`src/rtl/mac_pkg.sv`:
```
// Shared constants for the MAC scheduler: state encoding, default sizes and
// per-term cycle count.
package mac_pkg;

  localparam int unsigned DefNreq    = 4;
  localparam int unsigned DefLenW    = 4;
  localparam int unsigned TermCycles = 4;

  localparam int unsigned StateW = 4;

  localparam logic [StateW-1:0] StIdle  = 4'd0;
  localparam logic [StateW-1:0] StArb   = 4'd1;
  localparam logic [StateW-1:0] StInit  = 4'd2;
  localparam logic [StateW-1:0] StLoad  = 4'd3;
  localparam logic [StateW-1:0] StMult  = 4'd4;
  localparam logic [StateW-1:0] StAcc   = 4'd5;
  localparam logic [StateW-1:0] StCheck = 4'd6;
  localparam logic [StateW-1:0] StWb    = 4'd7;
  localparam logic [StateW-1:0] StDone  = 4'd8;

endpackage

```
`src/rtl/rr_arbiter.sv`:
```
// Round-robin arbiter: searches upward from the requester after the last
// winner and commits the new winner when upd is asserted.
module rr_arbiter import mac_pkg::*; #(
  parameter int unsigned NREQ = DefNreq
) (
  input  logic            clk,
  input  logic            rst,
  input  logic [NREQ-1:0] req,
  input  logic            upd,
  output logic [NREQ-1:0] win,
  output logic            any
);

  localparam int unsigned IdxW = (NREQ > 1) ? $clog2(NREQ) : 1;

  logic [IdxW-1:0] last_q;
  logic [IdxW-1:0] win_idx;
  logic [IdxW-1:0] cand;
  logic            found;

  always_comb begin
    win     = '0;
    win_idx = last_q;
    cand    = last_q;
    found   = 1'b0;
    for (int unsigned i = 1; i <= NREQ; i++) begin
      cand = IdxW'((32'(last_q) + i) % NREQ);
      if (!found && req[cand]) begin
        found      = 1'b1;
        win[cand]  = 1'b1;
        win_idx    = cand;
      end
    end
    any = found;
  end

  // Reset to the top requester so requester 0 wins the first pick.
  always_ff @(posedge clk) begin
    if (!rst) begin
      last_q <= IdxW'(NREQ - 1);
    end else if (upd && found) begin
      last_q <= win_idx;
    end
  end

endmodule

```
`src/rtl/mac_scheduler.sv`:
```
// Grants the shared MAC datapath round-robin and sequences clear, per-term
// load/multiply/accumulate and write-back for the granted job.
module mac_scheduler import mac_pkg::*; #(
  parameter int unsigned NREQ  = DefNreq,
  parameter int unsigned LEN_W = DefLenW
) (
  input  logic                  clk,
  input  logic                  rst,
  input  logic [NREQ-1:0]       req,
  input  logic [NREQ*LEN_W-1:0] len,
  output logic [NREQ-1:0]       gnt,
  output logic                  busy,
  output logic [LEN_W-1:0]      idx,
  output logic                  dp_clr_acc,
  output logic                  dp_load,
  output logic                  dp_mult_en,
  output logic                  dp_acc_en,
  output logic                  dp_wb,
  output logic [NREQ-1:0]       done
);

  logic [StateW-1:0] state_q, state_d;
  logic [LEN_W-1:0]  idx_q, idx_d;
  logic [LEN_W-1:0]  len_q, len_d;
  logic [NREQ-1:0]   gnt_q, gnt_d;
  logic [NREQ-1:0]   win;
  logic              win_any;
  logic              arb_upd;
  logic [LEN_W-1:0]  len_sel;

  assign arb_upd = (state_q == StArb);

  rr_arbiter #(
    .NREQ (NREQ)
  ) u_arb (
    .clk (clk),
    .rst (rst),
    .req (req),
    .upd (arb_upd),
    .win (win),
    .any (win_any)
  );

  always_comb begin
    len_sel = '0;
    for (int unsigned i = 0; i < NREQ; i++) begin
      if (win[i]) len_sel = len[i*LEN_W +: LEN_W];
    end
  end

  always_comb begin
    state_d = state_q;
    idx_d   = idx_q;
    len_d   = len_q;
    gnt_d   = gnt_q;
    case (state_q)
      StIdle: if (|req) state_d = StArb;
      StArb: begin
        // A request withdrawn before arbitration leaves nothing to run.
        if (win_any) begin
          gnt_d   = win;
          len_d   = len_sel;
          state_d = StInit;
        end else begin
          state_d = StIdle;
        end
      end
      StInit: begin
        idx_d   = '0;
        state_d = (len_q == '0) ? StWb : StLoad;
      end
      StLoad: state_d = StMult;
      StMult: state_d = StAcc;
      StAcc:  state_d = StCheck;
      StCheck: begin
        if (idx_q == len_q - LEN_W'(1)) begin
          state_d = StWb;
        end else begin
          idx_d   = idx_q + LEN_W'(1);
          state_d = StLoad;
        end
      end
      StWb:   state_d = StDone;
      StDone: state_d = StIdle;
      default: state_d = StIdle;
    endcase
  end

  always_ff @(posedge clk) begin
    if (!rst) begin
      state_q <= StIdle;
      idx_q   <= '0;
      len_q   <= '0;
      gnt_q   <= '0;
    end else begin
      state_q <= state_d;
      idx_q   <= idx_d;
      len_q   <= len_d;
      gnt_q   <= gnt_d;
    end
  end

  always_comb begin
    busy       = (state_q != StIdle);
    idx        = idx_q;
    dp_clr_acc = (state_q == StInit);
    dp_load    = (state_q == StLoad);
    dp_mult_en = (state_q == StMult);
    dp_acc_en  = (state_q == StAcc);
    dp_wb      = (state_q == StWb);
    done       = (state_q == StDone) ? gnt_q : '0;
    gnt        = '0;
    case (state_q)
      StInit, StLoad, StMult, StAcc, StCheck, StWb, StDone: gnt = gnt_q;
      default: gnt = '0;
    endcase
  end

endmodule
```
`config.mk`:
```
export PLATFORM = sky130hd
export DESIGN_NAME = mac_scheduler
export DESIGN_NICKNAME = d
export VERILOG_FILES = /design/src/rtl/mac_pkg.sv /design/src/rtl/rr_arbiter.sv /design/src/rtl/mac_scheduler.sv
export SDC_FILE = /design/constraint.sdc
export NUM_CORES = 1
export LEC_CHECK = 0
export ABC_AREA = 1
export CAP_MARGIN = 10
export CORE_MARGIN = 3
export CORE_UTILIZATION = 45
export DETAILED_ROUTE_END_ITERATION = 8
export GPL_ROUTABILITY_DRIVEN = 0
export PLACE_DENSITY = 0.73
export SYNTH_ARGS = -nofsm -noshare
export SYNTH_HDL_FRONTEND = slang
export SYNTH_SLANG_ARGS = --single-unit
```
`constraint.sdc`:
```
create_clock -name clk -period 2.67 [get_ports clk]
set_input_delay 0.6675 -clock clk [delete_from_list [all_inputs] [get_ports clk]]
set_output_delay 0.6675 -clock clk [all_outputs]
set_load 0.02 [all_outputs]
```
**Yosys cells after proc, flatten, opt, wreduce, memory -nomap -nowiden**

Index checks and enable logic that the tools add are counted.
Widths: inputs -> output; s select.

- Output and inout bits: 18
- Word-level logic and storage cells: 95
- Register bits after elaboration: 18

- Reduce and logical (&&, ||, !) cells: 21
- Eq/ne operators: 11
- $add $sub $neg: 6
- Bitwise logic cells: 3
- $lt $le $gt $ge: 8
- Muxes and demuxes: 41

Operators with widths:

| cell | number |
|---|---|
| $mux 4 | 12 |
| $pmux 4 s8 | 1 |
| $eq 4x3->1 const B | 4 |
| $lt 2x3->1 const B | 4 |
| $mux 1 | 12 |
| $or 4x4->4 | 3 |
| $mux 2 | 5 |
| $bmux 1 s2 | 4 |
| $demux 1 s2 | 4 |
| $eq 4x2->1 const B | 2 |
| $ge 2x1->1 const B | 4 |
| $logic_and 1x1->1 | 8 |
| $logic_not 4->1 | 2 |
| $pmux 4 s2 | 1 |
| $reduce_bool 4->1 | 2 |
| $reduce_or 7->1 | 1 |
| $mux 3 | 2 |
| $reduce_and 2->1 | 3 |
| $add 2x1->2 const B | 2 |
| $add 2x2->2 const B | 2 |
| $add 4x1->4 const B | 1 |
| $eq 4x1->1 const B | 1 |
| $eq 4x4->1 | 1 |
| $eq 4x4->1 const B | 1 |
| 5 further kinds | 8 |

**Depth between registers and ports, before layout**

Gate-level depths: netlist (run 1).

- Depth in word-level cells: 17
- Depth in mapped cells: 15

**Cells and area by module**

Synthesis (run 1) repeated with hierarchy kept, for this count alone.

- Cell total of the unflattened synthesis: 258
- Area total of the unflattened synthesis: 1656.6 sq um

By module, submodules not included:

| module | cells an instance | times used | area each (sq um) |
|---|---|---|---|
| mac_scheduler | 163 | 1 | 1054.8 |
| rr_arbiter | 95 | 1 | 601.8 |

**Worst setup path after synthesis (run 1)**

OpenSTA, ideal clock, no wires.

- Path kind: reg2reg
- From: register u_arb.last_q[1]
- To: register len_q[0]
- Cell stages (with the launch flop): 15
- Buffers on the path: 0
- Setup time: 0.135 ns
- Arrival time: 1.963 ns
- Slack: 0.572 ns
- Path through: dfxtp_1 > inv_1 > ha_1 > inv_1 > nand3_4 > nand2_8 > nand2_4 > nor2_8 > nand3_1 > nand2_2 > inv_2 > nand3_1 > nand2_1 > nand2_1 > a21oi_2

- Longest elaborated chain between the ends: 17

Ends and longest elaborated chain:

| what | line | source |
|---|---|---|
| start: declaration | rr_arbiter.sv:16 | `logic [IdxW-1:0] last_q;` |
| start signal: assignment | rr_arbiter.sv:40 | `last_q <= IdxW'(NREQ - 1);` |
| start signal: assignment | rr_arbiter.sv:42 | `last_q <= win_idx;` |
| branches (longest 17 deep; another with $lt 2x3->1) | - |  |
| end signal: assignment | mac_scheduler.sv:98 | `len_q <= len_d;` |
| end: declaration | mac_scheduler.sv:24 | `logic [LEN_W-1:0] len_q, len_d;` |

Several ways; the timed one is not identified. The select of a mux whose other input is x is not followed.
A chain may end at the register's enable or synchronous reset.

**Worst setup path after layout (run 1)**

- From: register state_q[0]
- To: output port done[3]

- Longest elaborated chain between the ends: 2

Ends and longest elaborated chain:

| what | line | source |
|---|---|---|
| start: declaration | mac_scheduler.sv:22 | `logic [StateW-1:0] state_q, state_d;` |
| start signal: assignment | mac_scheduler.sv:91 | `state_q <= StIdle;` |
| start signal: assignment | mac_scheduler.sv:96 | `state_q <= state_d;` |
| $eq 4x4->1 | mac_scheduler.sv:111 | `done = (state_q == StDone) ? gnt_q : '0;` |
| $mux 4 | mac_scheduler.sv:111 |  |
| end: declaration | mac_scheduler.sv:19 | `output logic [NREQ-1:0] done` |

No other way between the ends.

==> flow_metrics.env, run 1 <==
export IMPL_outcome="completed"
export IMPL_io_pins=40
export IMPL_grt_max_degree=15
export IMPL_clk_latency_ns=0.26
export IMPL_port_buffers=39
export IMPL_regToRegStartpoint="u_arb.last_q[0]$_SDFFE_PN1P_"
export IMPL_rrSetupSlack_ns=0.52
export IMPL_fin_tns_setup_ns=0
export IMPL_cts_root_buf="clkbuf_8"
export IMPL_end_kind="output pin"
export IMPL_antenna_found_initial=0
export IMPL_htree_num_levels=1
export IMPL_drc=0
export IMPL_crit_fanout=5
export IMPL_final_seq_area_sq_um=360.3
export IMPL_cts_tree="done"
export IMPL_period_needed_ns=2.547
export IMPL_dr_pass1_iters=6
export IMPL_diodes=0
export IMPL_fp_row_count=21
export IMPL_total_power_mw=1.525
export IMPL_hold_viol_final=0
export IMPL_fillCellCount=333
export IMPL_die_w_um=67.16
export IMPL_yosysSeqAreaShare_pct=21.41
export IMPL_initial_core_util_pct=48.52
export IMPL_yosys_top_cells_area="dfxtp_1, nand2_1, inv_1, nor2_1, ha_1"
export IMPL_drtAntennaViolNets=0
export IMPL_drive_gt1_share_pct=14.43
export IMPL_synth_cell_types=35
export IMPL_worst_pin_slew_ns=0.5161
export IMPL_powerDensity_nw_per_um2=688.3
export IMPL_clk_pin_slew_ns=0.06
export IMPL_grt_usage_pct=18.11
export IMPL_cp_arrival_ns=1.88
export IMPL_route_vias_total=1710
export IMPL_vdd_drop_max_mv=0.3148
export IMPL_start_kind="flop"
export IMPL_clock_sinks=18
export IMPL_p_leak_nw=1.096
export IMPL_fmaxAchievable_ghz=0.3927
export IMPL_final_util_pct=63.89
export IMPL_synth_nets=285
export IMPL_async_reset_ff_share_pct=0
export IMPL_die_height_um=67.16
export IMPL_routed_wl_um=3971
export IMPL_hp_class="flop to flop"
export IMPL_fp_coreArea_sq_um=3468
export IMPL_worstHoldStart="gnt_q[3]$_SDFFE_PN0P_"
export IMPL_synth_top_area_share_pct=21.41
export IMPL_dieArea_sq_um=4510
export IMPL_yosysMostFrequentCell="nand2_1"
export IMPL_grt_first_pass_wirelength_um=6430
export IMPL_yosysTopAreaCell="dfxtp_1"
export IMPL_clock_skew_ns=0.009909
export IMPL_finalInstanceArea_sq_um=2216
export IMPL_setup_viol=0
export IMPL_worstSetupPathType="flop to output pin"
export IMPL_netlist_instances=253
export IMPL_syn2layout_area_growth_pct=31.67
export IMPL_ff2ff_path_depth=12
export IMPL_min_path_cells=2
export IMPL_holdBufCountCts=0
export IMPL_numCtsBuffers=3
export IMPL_wl_per_cell_um=11.54
export IMPL_synth_ff_type="dfxtp_1"
export IMPL_drv_slew=0
export IMPL_post_route_period_util_pct=95.39
export IMPL_hpwlAfterDp_um=3251
export IMPL_grt_pass1_vias=1472
export IMPL_worstReg2RegEnd="len_q[1]$_SDFFE_PN0P_"
export IMPL_ys_warn_count=0
export IMPL_post_cts_buffers=0
export IMPL_ys_ff_latch=18
export IMPL_synth_commonest_cells="nand2_1, inv_1, nor2_1"
export IMPL_multi_input_area_sq_um=1147
export IMPL_cts_max_path_buffers=2
export IMPL_netlist_area_sq_um=1683
export IMPL_overflow=0
export IMPL_synth_edff_count=0
export IMPL_critPathRequiredTime_ns=2.00
export IMPL_relSlewSlack_pct=65.55
export IMPL_first_iter_violations=97
export IMPL_holdWs_ns=0.5153
export IMPL_placed_area_sq_um=2148
export IMPL_maxCapViolations=0
export IMPL_hold_path_endpoint="gnt_q[3]$_SDFFE_PN0P_"
export IMPL_post_drt_via_cell_ratio=4.971
export IMPL_postSynthAreaPerCell_sq_um=6.652
export IMPL_fin_nets=331
export IMPL_rsz0062_at_grt="false"
## registers in the layout (all words and copies together), names as in the netlist
name          flops
len_q             4
gnt_q             4
u_arb.last_q      2
idx               4
state_q           4
## cell type report
type	instances	area share, %
Clock buffer	4	2.484
Inverter	40	7.002
Multi-Input combinational cell	192	51.78
Sequential cell	18	16.26
Tap cell	46	2.597
Timing Repair Buffer	44	19.88
## what timing repair did
item / 4_1_cts / 5_1_grt
hold endpoints to repair: 0 / 0
resized for setup: 0 / 5
endpoints found under the setup margin: 0 / 5
## worst max-delay path: stages, from the launching register on
cell             delay (ns)
dfxtp_1                0.36
nor2_1                 0.15
inv_1                  0.08
nor3_1                 0.20
inv_1                  0.14
nor2_1                 0.10
clkdlybuf4s50_1        0.60
## placed cells by master, fill, tap and decap left out, types with 5 or more instances in the layout
cell             netlist  layout
inv_1                 38      38
nand2_2                8       8
dlymetal6s2s_1         0       5
nor3_1                 5       5
nand3_1               25      25
nand2_1               42      42
nor2_1                37      37
buf_4                  0       5
clkdlybuf4s50_1        0      34
ha_1                  10      10
a21oi_2                5       5
dfxtp_1               18      18
o21ai_0                9       9
a21oi_1               19      19
## layer usage
| metal | vias up | global-route usage [%] | part of all wire, % |
|---|---|---|---|
| met5 | - | 0 | 0 |
| met4 | 0 | 3.797 | 0.45 |
| met3 | 2 | 1.997 | 4.3 |
| met2 | 43 | 29.57 | 46 |
| met1 | 756 | 25.63 | 49 |
| li1 | 909 | - | - |
## report_power, final
group / leakage [nW] / internal [mW] / switching [mW] / total, mW
Combinational: 0.920 / 0.354 / 0.591 / 0.946
Sequential: 0.147 / 0.312 / 0.0420 / 0.354
Clock: 0.0288 / 0.131 / 0.0945 / 0.226
Total: 1.10 / 0.797 / 0.728 / 1.53
## per-stage QoR
stage               cells  setup WS (ns)
floorplan             253         0.5721
global placement      340         0.2316
detailed placement    340         0.2174
CTS                   344        0.06793
global route          344        0.01327
finish                344         0.1232
## cells by family after synthesis
family	count (synthesis)	share of synthesized area, %
adders and majority gates	10	7.435
buffers and inverters	43	10.41
DFF	18	21.41
and+or+nand+nor	137	43.20
xor gates and xnor gates	4	2.082
AOI/OAI and AO/OA	41	15.46
## worst max path at each step
stage | from | to | slack [ns] | cells past startpoint
6_report | state_q[0]$_SDFFE_PN0P_ | done[3] | 0.12 | 6
5_1_grt | state_q[0]$_SDFFE_PN0P_ | done[3] | 0.01 | 6
4_1_cts | state_q[0]$_SDFFE_PN0P_ | gnt[2] | 0.07 | 6
3_5_place_dp | req[2] | len_q[1]$_SDFFE_PN0P_ | 0.22 | 11
3_3_place_gp | req[2] | len_q[1]$_SDFFE_PN0P_ | 0.23 | 11
2_1_floorplan | u_arb.last_q[1]$_SDFFE_PN1P_ | len_q[0]$_SDFFE_PN0P_ | 0.57 | 14
Note: power is estimated with default switching activity, not from simulation.
==> run 2, diff against run 1 <==
Settings changed: CELL_PAD_IN_SITES_DETAIL_PLACEMENT set to 1, CELL_PAD_IN_SITES_GLOBAL_PLACEMENT set to 2, CORE_ASPECT_RATIO set to 1.1, CORE_UTILIZATION 45 to 27, PLACE_DENSITY 0.73 to not set, PLACE_DENSITY_LB_ADDON set to 0.1.
==> run 2 against run 1 <==
  * Worst hold slack improved by 0.0084 ns
  * Utilization decreased by 26 points
  * Worst setup slack improved by 0.13 ns
  * Sequential share of layout area decreased by 0.33 points
  * Register-to-register slack lost 0.05 ns
  * Routed wire length grew 24%
  * Cell area is 2.1% higher
  * Non-clock buffer count is the same
  * Via count up 0.18%
  * Global-route usage shrank 3.5 points
==> flow_metrics.env, run 2 (same netlist as run 1, synthesis figures left out) <==
export IMPL_syn2layout_area_growth_pct=34.42
export IMPL_drc=0
export IMPL_diodes=0
export IMPL_worst_pin_slew_ns=0.5689
export IMPL_grt_pass1_vias=1766
export IMPL_drtAntennaViolNets=0
export IMPL_p_clk_share_pct=14.6
export IMPL_p_int_mw=0.7971
export IMPL_drv_slew=0
export IMPL_grt_usage_pct=14.64
export IMPL_end_kind="output pin"
export IMPL_period_needed_ns=2.419
export IMPL_grt_first_pass_wirelength_um=8342
export IMPL_outcome="completed"
export IMPL_hpwlAfterDp_um=4159
export IMPL_routed_wl_um=4916
export IMPL_rsz0062_at_grt="false"
export IMPL_cts_tree="done"
export IMPL_final_cell_mix="nand2_1, inv_1, nor2_1, clkdlybuf4s50_1, nand3_1"
export IMPL_die_height_um=88.80
export IMPL_final_util_pct=38.25
export IMPL_dr_pass1_iters=4
export IMPL_clk_pin_slew_ns=0.07
export IMPL_total_power_mw=1.554
export IMPL_wl_per_cell_um=13.11
export IMPL_antenna_found_initial=0
export IMPL_relSlewSlack_pct=62.03
export IMPL_cts_root_buf="clkbuf_8"
export IMPL_numCtsBuffers=3
export IMPL_post_cts_buffers=0
export IMPL_hold_viol_final=0
export IMPL_hp_class="flop to flop"
export IMPL_io_pins=40
export IMPL_post_drt_via_cell_ratio=4.568
export IMPL_fp_coreArea_sq_um=5914
export IMPL_worstSetupPathType="flop to output pin"
export IMPL_drive_gt1_share_pct=14.43
export IMPL_grt_max_degree=15
export IMPL_route_vias_total=1713
export IMPL_clock_sinks=18
export IMPL_critPathRequiredTime_ns=2.00
export IMPL_first_iter_violations=68
export IMPL_fp_row_count=29
export IMPL_vdd_drop_max_mv=0.1961
export IMPL_final_seq_area_sq_um=360.3
export IMPL_fmaxAchievable_ghz=0.4134
export IMPL_initial_core_util_pct=28.45
export IMPL_cts_max_path_buffers=2
export IMPL_crit_fanout=4
export IMPL_swShare_pct=48.71
export IMPL_multi_input_area_sq_um=1147
export IMPL_cts_resized=0
export IMPL_fillCellCount=763
export IMPL_maxCapViolations=0
export IMPL_cp_arrival_ns=1.75
export IMPL_start_kind="flop"
export IMPL_die_w_um=81.28
export IMPL_overflow=0
export IMPL_setup_viol=0
export IMPL_post_route_period_util_pct=90.60
export IMPL_fin_tns_setup_ns=0
export IMPL_holdBufCountCts=0
export IMPL_p_switching_mw=0.7569
export IMPL_layout_commonest_cell="nand2_1"
export IMPL_dieArea_sq_um=7217
export IMPL_seq_power_share_pct=22.7
export IMPL_clock_skew_ns=0.004450
export IMPL_p_comb_share_pct=62.8
export IMPL_port_buffers=39
export IMPL_powerDensity_nw_per_um2=686.9
export IMPL_p_leak_nw=1.150
export IMPL_htree_num_levels=1
export IMPL_clk_latency_ns=0.25
export IMPL_fin_nets=331
-- run 2: cell types whose count changed in the layout (fill, tap and decap cells not counted), sizes merged --
cell and change:
clkdlybuf4s50 -3, dlymetal6s2s +3
-- run 2: worst max-delay path, stage by stage (launching register included) --
cell	delay, ns
dfxtp_1	0.34
nor2_1	0.15
inv_1	0.12
nor2_1	0.23
clkdlybuf4s50_1	0.66
-- run 2: power groups by stage --
stage	clock network [mW]	registers [mW]	logic [mW]
after floorplan	0	0.359	0.729
after global placement	0	0.358	0.994
after detailed placement	0	0.359	0.992
after CTS	0.233	0.353	0.995
after global routing	0.245	0.361	1.11
final	0.226	0.353	0.975
-- run 2: worst paths after layout --
kind	startpoint	end	slack (ns)	cells past startpoint
worst max register to register	u_arb.last_q[0]$_SDFFE_PN1P_	len_q[1]$_SDFFE_PN0P_	0.47	14
worst max-delay path	state_q[2]$_SDFFE_PN0P_	dp_clr_acc	0.25	4
worst min register to register	idx[2]$_SDFFE_PN0P_	idx[2]$_SDFFE_PN0P_	0.52	2
worst min-delay path	idx[2]$_SDFFE_PN0P_	idx[2]$_SDFFE_PN0P_	0.52	2
-- run 2: routing by layer --
layer / track usage (%) / share of wire (%) / up-vias
li1: - / - / 904
met1: 18.30 / 46 / 784
met2: 26.59 / 51 / 23
met3: 0.8147 / 2.5 / 2
met4: 4.608 / 0.96 / 0
met5: 0 / 0 / -
-- run 2: through the flow --
step	area (sq um)	worst slack, ns	hold slack, ns	std cells
floorplan	1683	0.5721	0.4676	253
global placement	2187	0.06453	0.5180	371
detailed placement	2187	0.06196	0.5202	371
CTS	2242	0.07156	0.5336	375
global route	2262	0.1331	0.5653	375
finish	2262	0.2510	0.5236	375
-- run 2: layout make-up --
cell class / instances / area share (%)
flip-flops and latches: 18 / 15.93
inverters: 40 / 6.858
clock buffers: 4 / 2.434
well taps: 77 / 4.259
repair buffers: 44 / 19.80
multi-input cells: 192 / 50.72
